## config.mk

```make
export PLATFORM = sky130hd
export DESIGN_NAME = mem_access_stage
export DESIGN_NICKNAME = d
export VERILOG_FILES = /design/src/rtl/mips_mem_pkg.sv /design/src/rtl/load_align.sv /design/src/rtl/mem_access_stage.sv
export SDC_FILE = /design/constraint.sdc
export NUM_CORES = 1
export LEC_CHECK = 0
export CORE_MARGIN = 1
export CORE_UTILIZATION = 46
export DETAILED_ROUTE_END_ITERATION = 16
export PLACE_DENSITY = 0.95
export SYNTH_ARGS = -nofsm -noshare
export SYNTH_HDL_FRONTEND = slang
export SYNTH_SLANG_ARGS = --single-unit
```

## constraint.sdc

```tcl
create_clock -name clk -period 4.6 [get_ports clk]
set_input_delay 0.69 -clock clk [delete_from_list [all_inputs] [get_ports clk]]
set_output_delay 0.69 -clock clk [all_outputs]
set_load 0.02 [all_outputs]
```

## src/rtl/mips_mem_pkg.sv

```systemverilog
// Shared encodings for the MEM stage: access sizes, FSM states, byte-lane masks.
package mips_mem_pkg;

  localparam logic [1:0] SZ_BYTE = 2'b00;
  localparam logic [1:0] SZ_HALF = 2'b01;
  localparam logic [1:0] SZ_WORD = 2'b10;

  localparam logic [3:0] BE_BYTE = 4'b0001;
  localparam logic [3:0] BE_HALF = 4'b0011;
  localparam logic [3:0] BE_WORD = 4'b1111;

  typedef enum logic {
    ST_IDLE = 1'b0,
    ST_WAIT = 1'b1
  } state_t;

  // Half needs addr[0]==0, word (and the 11 alias) needs addr[1:0]==0.
  function automatic logic is_misaligned(input logic [1:0] size, input logic [1:0] addr_lo);
    logic bad;
    case (size)
      SZ_BYTE: bad = 1'b0;
      SZ_HALF: bad = addr_lo[0];
      default: bad = (addr_lo != 2'b00);
    endcase
    return bad;
  endfunction

endpackage

```

## src/rtl/load_align.sv

```systemverilog
// Picks the addressed byte/half out of a little-endian read word and extends it to 32 bits.
module load_align
  import mips_mem_pkg::*;
(
  input  logic [31:0] rdata,
  input  logic [1:0]  addr_lo,
  input  logic [1:0]  size,
  input  logic        is_unsigned,
  output logic [31:0] data
);

  logic [7:0]  byte_val;
  logic [15:0] half_val;

  // Lane select followed by sign or zero extension.
  always_comb begin
    byte_val = rdata[8*addr_lo +: 8];
    half_val = rdata[16*addr_lo[1] +: 16];
    case (size)
      SZ_BYTE: data = is_unsigned ? {24'd0, byte_val} : {{24{byte_val[7]}}, byte_val};
      SZ_HALF: data = is_unsigned ? {16'd0, half_val} : {{16{half_val[15]}}, half_val};
      default: data = rdata;
    endcase
  end

endmodule

```

## src/rtl/mem_access_stage.sv

```systemverilog
// MEM stage: issues one load/store at a time over a req/ack port, stalls upstream while
// an access is outstanding, and loads the MEM/WB register for the write-back mux.
//
// Handshake: dmem_req rises the cycle after a memory op is accepted and, together with
// dmem_we/addr/wdata/be, is held constant until the cycle in which dmem_ack=1. That cycle
// completes the access (rdata is valid then); req falls on the following edge. dmem_ack
// is ignored whenever no request is outstanding.
module mem_access_stage
  import mips_mem_pkg::*;
#(
  parameter int ADDR_W = 32,
  parameter int DATA_W = 32
) (
  input  logic              clk,
  input  logic              rst_n,
  input  logic              ex_valid,
  input  logic              ex_mem_read,
  input  logic              ex_mem_write,
  input  logic              ex_mem_to_reg,
  input  logic              ex_reg_write,
  input  logic [1:0]        ex_size,
  input  logic              ex_unsigned,
  input  logic [ADDR_W-1:0] ex_addr,
  input  logic [DATA_W-1:0] ex_store_data,
  input  logic [4:0]        ex_rd,
  output logic              stall,
  output logic              dmem_req,
  output logic              dmem_we,
  output logic [ADDR_W-1:0] dmem_addr,
  output logic [DATA_W-1:0] dmem_wdata,
  output logic [3:0]        dmem_be,
  input  logic              dmem_ack,
  input  logic [DATA_W-1:0] dmem_rdata,
  output logic [ADDR_W-1:0] wb_alu,
  output logic [DATA_W-1:0] wb_data,
  output logic              wb_mem_to_reg,
  output logic              wb_reg_write,
  output logic [4:0]        wb_rd,
  output logic              misalign,
  output state_t            fsm_state
);

  state_t            state;
  logic [ADDR_W-1:0] lat_addr;
  logic [1:0]        lat_size;
  logic              lat_unsigned;
  logic              lat_we;
  logic              lat_mem_to_reg;
  logic              lat_reg_write;
  logic [4:0]        lat_rd;

  logic              is_mem;
  logic              bad_align;
  logic              accept;
  logic [DATA_W-1:0] wdata_next;
  logic [3:0]        be_next;
  logic [DATA_W-1:0] load_data;

  assign fsm_state = state;

  // Accept / stall decision; stall drops in the ack cycle so upstream can advance.
  always_comb begin
    is_mem    = ex_mem_read | ex_mem_write;
    bad_align = is_misaligned(ex_size, ex_addr[1:0]);
    accept    = (state == ST_IDLE) && ex_valid && is_mem && !bad_align;
    stall     = accept || ((state == ST_WAIT) && !dmem_ack);
  end

  // Store lane replication and byte enables; loads always read the whole word.
  always_comb begin
    case (ex_size)
      SZ_BYTE: begin
        wdata_next = {4{ex_store_data[7:0]}};
        be_next    = BE_BYTE << ex_addr[1:0];
      end
      SZ_HALF: begin
        wdata_next = {2{ex_store_data[15:0]}};
        be_next    = BE_HALF << ex_addr[1:0];
      end
      default: begin
        wdata_next = ex_store_data;
        be_next    = BE_WORD;
      end
    endcase
    if (!ex_mem_write) be_next = BE_WORD;
  end

  load_align u_load_align (
    .rdata       (dmem_rdata),
    .addr_lo     (lat_addr[1:0]),
    .size        (lat_size),
    .is_unsigned (lat_unsigned),
    .data        (load_data)
  );

  // FSM, memory-port registers and MEM/WB register; a bubble is loaded whenever
  // nothing completes on an edge so no instruction is written back twice.
  always_ff @(posedge clk) begin
    if (!rst_n) begin
      state          <= ST_IDLE;
      lat_addr       <= '0;
      lat_size       <= SZ_BYTE;
      lat_unsigned   <= 1'b0;
      lat_we         <= 1'b0;
      lat_mem_to_reg <= 1'b0;
      lat_reg_write  <= 1'b0;
      lat_rd         <= '0;
      dmem_req       <= 1'b0;
      dmem_we        <= 1'b0;
      dmem_addr      <= '0;
      dmem_wdata     <= '0;
      dmem_be        <= '0;
      wb_alu         <= '0;
      wb_data        <= '0;
      wb_mem_to_reg  <= 1'b0;
      wb_reg_write   <= 1'b0;
      wb_rd          <= '0;
      misalign       <= 1'b0;
    end else begin
      misalign      <= 1'b0;
      wb_alu        <= '0;
      wb_data       <= '0;
      wb_mem_to_reg <= 1'b0;
      wb_reg_write  <= 1'b0;
      wb_rd         <= '0;
      case (state)
        ST_IDLE: begin
          if (ex_valid && is_mem) begin
            if (bad_align) begin
              misalign <= 1'b1;
            end else begin
              lat_addr       <= ex_addr;
              lat_size       <= ex_size;
              lat_unsigned   <= ex_unsigned;
              lat_we         <= ex_mem_write;
              lat_mem_to_reg <= ex_mem_to_reg;
              lat_reg_write  <= ex_reg_write;
              lat_rd         <= ex_rd;
              dmem_req       <= 1'b1;
              dmem_we        <= ex_mem_write;
              dmem_addr      <= {ex_addr[ADDR_W-1:2], 2'b00};
              dmem_wdata     <= wdata_next;
              dmem_be        <= be_next;
              state          <= ST_WAIT;
            end
          end else if (ex_valid) begin
            wb_alu        <= ex_addr;
            wb_mem_to_reg <= ex_mem_to_reg;
            wb_reg_write  <= ex_reg_write && (ex_rd != 5'd0);
            wb_rd         <= ex_rd;
          end
        end
        ST_WAIT: begin
          if (dmem_ack) begin
            dmem_req      <= 1'b0;
            state         <= ST_IDLE;
            wb_alu        <= lat_addr;
            wb_data       <= lat_we ? '0 : load_data;
            wb_mem_to_reg <= lat_mem_to_reg;
            wb_reg_write  <= lat_reg_write && (lat_rd != 5'd0);
            wb_rd         <= lat_rd;
          end
        end
        default: state <= ST_IDLE;
      endcase
    end
  end

endmodule

```

==> metrics.csv, run 1 <==
metric,value,unit
timing.max_slew.rel_slack,0.149,
start_kind,input port,
die_y,118,microns
synth-xor-area-share,0,
finalCritPeriodShare,0.770,
slew_violations,0,
grt_start_max_net_pins,87,
synthSimpleGateAreaFrac,0.200,
ant_nets,0,
start_util,0.481,
endpoint,stall,
drive_gt1_frac,0.0533,
cp_num_cells,5,
path_class,input port to output pin,
synth_top_area_cell,dfxtp_1,
cts_resized,0,
grt_overflow,0,
status,completed,
hp-class,flop to flop,
max_freq,0.282,GHz
post_cts_buffers,0,
nets,1000,
clockRootBuffer,clkbuf_16,
r2r_cells,3,
reg2reg_to,wb_data[21],
gr-usage-met3,0.0862,
grt_pass1_vias,5502,
cp-end-kind,output pin,
cp_slowest_cell,clkdlybuf4s50_1,
p_total,3250,uW
vias,5943,
rsz0062_at_grt,false,
synth_area,6170,sq um
drt_iter0_markers,467,
grt_util_met1,0.296,
synth_seq_area_share,0.496,
grt_pass1_wl,28.2,mm
synthAdderAreaFrac,0,
peakVddDrop,0.201,mV
powerDensity,356,nW/um^2
rrSetupSlack,1.97,ns
placementRows,41,
clkTransAtPathRegs,0.06,ns
drv_cap,0,
netlist.area_leader.share,0.496,
core,12800,sq um
avgSynthCellArea,8.86,sq um
io_buffer_count,253,
vias_per_cell,5.54,
cts.path.max_buffers,2,
utilization,0.710,
path_buf_inv,2,
grt_util_met2,0.422,
worst_clock_skew,0.00785,ns
crit_chain,clkdlybuf4s50_1 > o21ai_0 > o2111ai_4 > o21ai_0 > clkdlybuf4s50_1,
wire_per_inst,16.9,microns
hold_buffers,0,
crit_path_max_incr_delay,0.69,ns
drc,0,
whs,0.447,ns
critical_path_arrival,2.85,ns
cts_tree,done,
cp.required,3.91,ns
yosysUniqueCellTypes,38,
synthTopCellsByArea,"dfxtp_1 (50%), nand3_1 (9.6%), nand2_1 (6.7%), a22o_1 (5.4%), buf_4 (4.5%)",
synth_warnings,0,
dieWidth,118,microns
cts-buffers-inserted,17,
hold_path_depth,2,
gp_congestion,0.839,
htree_levels,4,
synth-compound-area-share,0.181,
worst-path-max-fanout,13,
cp_top_family,buffers and inverters,
detail_route.wirelength,18.1,mm
synthMuxAreaShare,0.0341,
pin_count,256,
finalHoldViolCount,0,
period_minus_slack,3.54,ns
fillers,936,
synth_seq_cells,153,
antenna_found_initial,0,
cellLeakagePower,0.00381,uW
finalSetupTns,0,ns
dp_hpwl,12.2,mm
design_area,9110,sq um
crit_start,ex_addr[0],
track_usage,0.256,
grt-busiest-layer,met2,
area_delta_synth_final,47.6,%
synth_top_family_by_area,simple AND/OR/NAND/NOR gates,
drt_first_pass_iters,6,
tightest_slew,1.28,ns
syn-instance-count,697,
diodes,0,
clk_latency,0.42,ns
reg2reg_from,lat_size[1],
die_area,13900,sq um
cts.sinks,153,
finalSetupViolations,0,
place_area,8520,sq um
-- kinds of logic (layout without fill, tap and decap cells) --
kind of cell | after synthesis | in the layout
AO/OA/AOI/OAI | 147 | 147
buffers and inverters | 104 | 307
flip-flops | 153 | 153
multiplexers | 21 | 21
other | 1 | 2
AND/OR/NAND/NOR | 271 | 271
-- worst register-to-register path, delay by kind of cell, from the launching register on --
family	cells	cell delay, ns
AO/OA/AOI/OAI	2	1.19
AND/OR/NAND/NOR	1	0.19
flip-flops	1	1.07
-- per-stage QoR --
step,worst slack [ns],std cells
after floorplan,2.30,698
after detailed placement,1.07,1041
final,1.06,1073
after CTS,1.06,1073
after global routing,0.864,1073
after global placement,1.13,1041
-- per-layer routing --
| layer | vias to the layer above | wire length, microns | share of wire |
|---|---|---|---|
| met4 | 0 | 559 | 0.031 |
| met3 | 48 | 1530 | 0.084 |
| met5 | - | 0 | 0 |
| met2 | 281 | 8810 | 0.49 |
| li1 | 2827 | - | - |
| met1 | 2787 | 7240 | 0.40 |
-- report_power, final --
part | switching, uW | internal, uW
logic | 235 | 220
registers | 34.0 | 1370
clock network | 552 | 831
total | 821 | 2430
-- cell usage in the layout (no fill, tap or decap), drive strengths merged, types with 9 or more instances in the layout --
cell,n
o21ai,30
nand3,119
nand2,110
nor2b,9
mux2i,21
a221oi,9
o211a,19
a21oi,22
inv,15
nor2,14
clkdlybuf4s50,252
dfxtp,153
a22o,38
clkbuf,19
o22ai,9
buf,11
-- area by class of cell --
type / count / area (sq um) / area share
inverters: 12 / 45.0 / 0.00495
multi-input cells: 441 / 2590 / 0.284
flip-flops and latches: 153 / 3060 / 0.336
repair buffers: 263 / 2610 / 0.286
well taps: 172 / 215 / 0.0236
clock buffers: 19 / 453 / 0.0497
clock inverters: 13 / 140 / 0.0154
-- how the worst min path moves through the flow --
stage	end	startpoint
after global placement	lat_mem_to_reg	lat_mem_to_reg
final	lat_reg_write	lat_reg_write
after detailed placement	dmem_wdata[6]	dmem_wdata[6]
after CTS	dmem_wdata[6]	dmem_wdata[6]
after floorplan	lat_mem_to_reg	lat_mem_to_reg
after global routing	dmem_wdata[6]	dmem_wdata[6]
-- synth_stat cells (all sizes together) --
| master | n |
|---|---|
| inv | 12 |
| o211a | 19 |
| nand3b | 1 |
| a22o | 38 |
| a21oi | 22 |
| and3 | 2 |
| a2111oi | 1 |
| o221ai | 3 |
| and2 | 6 |
| o2111ai | 2 |
| o22ai | 9 |
| o211ai | 2 |
| o31ai | 1 |
| a21boi | 1 |
| nand2b | 3 |
| or4 | 1 |
| clkbuf | 35 |
| nand3 | 119 |
| a31oi | 1 |
| conb | 1 |
| dfxtp | 153 |
| nand2 | 110 |
| o221a | 3 |
| mux2i | 21 |
| o41ai | 1 |
| o21a | 1 |
| o21ai | 30 |
| nor3b | 1 |
| nor2b | 9 |
| nand4 | 1 |
| nor3 | 3 |
| a222oi | 4 |
| buf | 57 |
| nor2 | 14 |
| nor4 | 1 |
| a221oi | 9 |
(Power assumes the default switching activity.)
==> run 2: changes to the inputs <==
--- a/config.mk
+++ b/config.mk
@@ -6,9 +6,9 @@
 export NUM_CORES = 1
 export LEC_CHECK = 0
 export CORE_MARGIN = 1
-export CORE_UTILIZATION = 46
+export CORE_UTILIZATION = 43
 export DETAILED_ROUTE_END_ITERATION = 16
-export PLACE_DENSITY = 0.95
+export PLACE_DENSITY = 0.9
 export SYNTH_ARGS = -nofsm -noshare
 export SYNTH_HDL_FRONTEND = slang
 export SYNTH_SLANG_ARGS = --single-unit
==> constraint.sdc (replaced) <==
create_clock -name clk -period 3.7 [get_ports clk]
set_input_delay 0.555 -clock clk [delete_from_list [all_inputs] [get_ports clk]]
set_output_delay 0.555 -clock clk [all_outputs]
set_load 0.02 [all_outputs]
==> run 2 against run 1 <==
Effect of this change: register-to-register slack worse by 0.30 ns; cell area grew 1.2%; critical endpoint unchanged; die area grew 6.9%; wire length decreased by 0.34%; global-route usage shrank 1.0 points; via count down 1.7%; count of clock-buffer cells in the layout rose by 1; hold slack better by 0.0015 ns; clock skew is essentially flat; critical path depth did not move; sequential share of layout area decreased by 0.39 points; cell count up 1.0%.
==> metrics.csv, run 2 (synthesis gave the netlist of run 1 again) <==
metric,value,unit
grt_start_max_net_pins,112,
r2r_cells,4,
ant_nets,0,
p_total,4220,uW
start_util,0.443,
crit_start,ex_addr[1],
finalHoldViolCount,0,
cts_tree,done,
max_freq,0.315,GHz
reg2reg_from,fsm_state,
area_delta_synth_final,49.3,%
period_minus_slack,3.18,ns
peakVddDrop,0.336,mV
drt_first_pass_iters,5,
switching_share,0.247,
intPower,3180,uW
slew_violations,0,
crit_path_max_incr_delay,0.68,ns
powerDensity,458,nW/um^2
core,13900,sq um
detail_route.wirelength,18.1,mm
grt_overflow,0,
seqCellArea,3060,sq um
worstHoldStart,dmem_wdata[0],
clk_latency,0.42,ns
cts-buffers-inserted,17,
placementRows,43,
die_area,14800,sq um
vias,5839,
hp-class,flop to flop,
final_common_cell,clkdlybuf4s50_1,
critical_path_arrival,2.62,ns
cts.path.max_buffers,2,
drc,0,
worst-path-max-fanout,9,
multi_input_area,2590,sq um
track_usage,0.246,
cts_resized,0,
rsz0062_at_grt,false,
cellLeakagePower,0.00385,uW
dieWidth,122,microns
start_kind,input port,
gp_congestion,0.839,
cp_slowest_cell,clkdlybuf4s50_1,
fillers,1100,
gr-usage-met3,0.0932,
nets,1003,
p_clk_frac,0.451,
grt-busiest-layer,met2,
grt_pass1_wl,28.2,mm
clockRootBuffer,clkbuf_16,
cp.required,3.14,ns
dp_hpwl,12.3,mm
p_sw,1040,uW
antenna_found_initial,0,
htree_levels,4,
grt_util_met1,0.275,
pwr-share-comb,0.136,
hold_buffers,0,
power_frac_seq,0.413,
path_class,input port to output pin,
wire_per_inst,16.7,microns
status,completed,
drv_cap,0,
grt_pass1_vias,5676,
cp-end-kind,output pin,
timing.max_slew.rel_slack,0.274,
vias_per_cell,5.39,
drive_gt1_frac,0.0564,
cts.sinks,153,
pin_count,256,
grt_util_met2,0.410,
tightest_slew,1.09,ns
diodes,0,
finalSetupTns,0,ns
post_cts_buffers,0,
final_cell_mix,"clkdlybuf4s50_1 (252), dfxtp_1 (153), nand3_1 (119)",
worst_clock_skew,0.00804,ns
die_y,122,microns
crit_chain,clkdlybuf4s50_1 > o21ai_0 > o2111ai_4 > o21ai_0 > clkdlybuf4s50_1,
finalCritPeriodShare,0.859,
io_buffer_count,253,
hold_path_depth,2,
clkTransAtPathRegs,0.06,ns
utilization,0.661,
finalSetupViolations,0,
drt_iter0_markers,374,
[run 2: cell types whose count changed in the layout (fill, tap and decap cells not counted), sizes merged]
cell,delta
buf,+3
bufinv,+2
clkbuf,+1
clkinv,-3
[run 2: power groups by stage]
| stage | clock, uW | sequential [uW] | combinational (uW) |
|---|---|---|---|
| after floorplan | 0 | 1820 | 246 |
| after global placement | 0 | 1780 | 563 |
| after detailed placement | 0 | 1780 | 570 |
| after CTS | 1930 | 1750 | 575 |
| after global routing | 2000 | 1750 | 617 |
| final | 1900 | 1750 | 575 |
[run 2: critical path: cells and delay by family]
family | cells | cell delay [ns]
buffers and inverters | 2 | 1.23
AOI/OAI and AO/OA | 3 | 0.84
[run 2: per-stage QoR]
step,cell area [sq um],setup WS [ns],hold WS [ns],cells
after floorplan,6180,1.67,0.430,698
after global placement,8560,0.582,0.436,1052
after detailed placement,8560,0.549,0.445,1052
after CTS,9220,0.535,0.455,1084
after global routing,9220,0.358,0.470,1084
final,9220,0.522,0.449,1084
[run 2: layout make-up]
class                           count  area share
Inverter                           12     0.00489
Timing Repair Buffer              266       0.286
Clock buffer                       20      0.0506
Clock inverter                     12      0.0204
Sequential cell                   153       0.332
Tap cell                          180      0.0244
Multi-Input combinational cell    441       0.281
[run 2: layer usage]
| metal | share of wire | vias up |
|---|---|---|
| li1 | - | 2824 |
| met5 | 0 | - |
| met1 | 0.39 | 2739 |
| met2 | 0.49 | 242 |
| met3 | 0.088 | 34 |
| met4 | 0.026 | 0 |
[run 2: path summary, 6_finish.rpt]
kind	endpoint	slack, ns
hold / removal	dmem_wdata[0]	0.45
hold reg to reg	dmem_wdata[0]	0.45
setup / recovery	stall	0.52
setup reg to reg	wb_data[20]	1.67
==> run 3: changes to the inputs <==
--- a/config.mk
+++ b/config.mk
@@ -9,6 +9,7 @@
 export CORE_UTILIZATION = 43
 export DETAILED_ROUTE_END_ITERATION = 16
 export PLACE_DENSITY = 0.9
+export RECOVER_POWER = 100
 export SYNTH_ARGS = -nofsm -noshare
 export SYNTH_HDL_FRONTEND = slang
 export SYNTH_SLANG_ARGS = --single-unit
==> run 3 against run 2 <==
Effect of this change: the run now ends with max-capacitance violations, max-slew violations left; fmax decreased by 4.0%; cell area decreased by 0.31%; cell count unchanged; worst setup slack got worse by 0.13 ns; flip-flop and latch count unchanged; die area unchanged; count of clock-buffer cells in the layout unchanged; critical path depth unchanged; non-clock buffer count unchanged; core utilization decreased by 0.21 points; clock power about the same; register-to-register slack got worse by 0.51 ns; critical endpoint unchanged; largest power group unchanged.
==> metrics.csv, run 3 (synthesis gave the netlist of run 1 again) <==
metric,value,unit
drt_iter0_markers,385,
hold_path_depth,2,
finalCritPeriodShare,0.894,
detail_route.wirelength,18.0,mm
clkTransAtPathRegs,0.06,ns
finalSetupTns,0,ns
crit_path_max_incr_delay,0.74,ns
drv_cap,1,
cp-end-kind,output pin,
wire_per_inst,16.6,microns
drive_gt1_frac,0.0531,
cts.sinks,153,
hold_end,dmem_wdata[0],
switching_share,0.247,
finalSetupViolations,0,
path_buf_inv,2,
dp_cells,1052,
powerDensity,457,nW/um^2
cellLeakagePower,0.00430,uW
grt_start_max_net_pins,112,
final_cell_mix,"dfxtp_1 (153), dlygate4sd3_1 (145), nand3_1 (119)",
tightest_slew,1.73,ns
nets,1003,
vias_per_cell,5.38,
cp.required,3.14,ns
ant_nets,0,
grt_overflow,0,
r2r_cells,5,
placementRows,43,
cts_tree,done,
track_usage,0.246,
setup_slack,0.391,ns
core,13900,sq um
pin_count,256,
clk_latency,0.42,ns
cp_slowest_cell,dlygate4sd3_1,
reg2reg_to,wb_alu[7],
violations,"max-capacitance violations, max-slew violations",
hold_buffers,0,
slew_violations,37,
peakVddDrop,0.335,mV
finalHoldViolCount,0,
clockRootBuffer,clkbuf_16,
worstHoldStart,dmem_wdata[0],
die_y,122,microns
status,"complete, but fails checks",
worst_clock_skew,0.00795,ns
drc,0,
whs,0.445,ns
rsz0062_at_grt,false,
timing.max_slew.rel_slack,-0.151,
post_cts_buffers,0,
pwr-share-comb,0.131,
hp-class,flop to flop,
cts-buffers-inserted,17,
reg2reg_from,fsm_state,
start_util,0.443,
dieWidth,122,microns
preCtsSetupSlack,0.549,ns
p_sw,1030,uW
period_minus_slack,3.31,ns
worst-path-max-fanout,9,
io_buffer_count,253,
path_class,input port to output pin,
cts.path.max_buffers,2,
intPower,3160,uW
max_freq,0.302,GHz
cp_top_family,buffers and inverters,
grt_pass1_wl,28.2,mm
finalNonFillerCells,1084,
rrSetupSlack,1.16,ns
start_kind,input port,
critical_path_arrival,2.75,ns
cts_resized,0,
p_total,4200,uW
cp_num_cells,5,
antenna_found_initial,0,
p_clk_frac,0.453,
gp_congestion,0.839,
vias,5836,
drt_first_pass_iters,5,
dp_hpwl,12.3,mm
die_area,14800,sq um
area_delta_synth_final,48.8,%
crit_chain,dlygate4sd3_1 > o21ai_0 > o2111ai_4 > o21ai_0 > dlygate4sd3_1,
grt_pass1_vias,5676,
htree_levels,4,
final_common_cell,dfxtp_1,
diodes,0,
power_frac_seq,0.415,
[run 3: metrics by stage]
| step | util | cell area (sq um) |
|---|---|---|
| 3_3_place_gp | 0.614 | 8560 |
| 4_1_cts | 0.661 | 9220 |
| 6_report | 0.659 | 9190 |
| 3_5_place_dp | 0.614 | 8560 |
| 2_1_floorplan | - | 6180 |
| 5_1_grt | 0.659 | 9190 |
[run 3: layer usage]
metal | vias up | share of wire | GRT usage | wire (microns)
met2 | 228 | 0.49 | 0.410 | 8890
met3 | 36 | 0.088 | 0.0932 | 1590
met1 | 2747 | 0.39 | 0.275 | 7080
met4 | 0 | 0.027 | 0.117 | 482
met5 | - | 0 | 0 | 0
li1 | 2825 | - | - | -
[run 3: final cells by class]
class	count	area, sq um
Clock buffer	20	467
Clock inverter	12	188
Fill cell	1105	4750
Inverter	12	45.0
Multi-Input combinational cell	441	2570
Sequential cell	153	3060
Tap cell	180	225
Timing Repair Buffer	266	2630
[run 3: worst max-delay path by stage]
| stage | from | end | slack (ns) |
|---|---|---|---|
| after global routing | ex_addr[1] | stall | 0.24 |
| after floorplan | ex_addr[0] | stall | 1.67 |
| final | ex_addr[1] | stall | 0.39 |
| after detailed placement | ex_addr[1] | stall | 0.55 |
| after global placement | ex_addr[1] | stall | 0.58 |
| after CTS | ex_addr[1] | stall | 0.53 |
[run 3: power by group through the flow]
stage          clock [uW]  combinational, uW  sequential (uW)
2_1_floorplan           0                246             1820
3_3_place_gp            0                563             1780
3_5_place_dp            0                570             1780
4_1_cts              1930                575             1750
5_1_grt              2000                593             1750
6_report             1900                551             1740
[run 3: worst min-delay path, delay by kind of cell, from the launching register on]
family        cells  cell delay (ns)
simple gates      2             0.10
flops             1             0.31
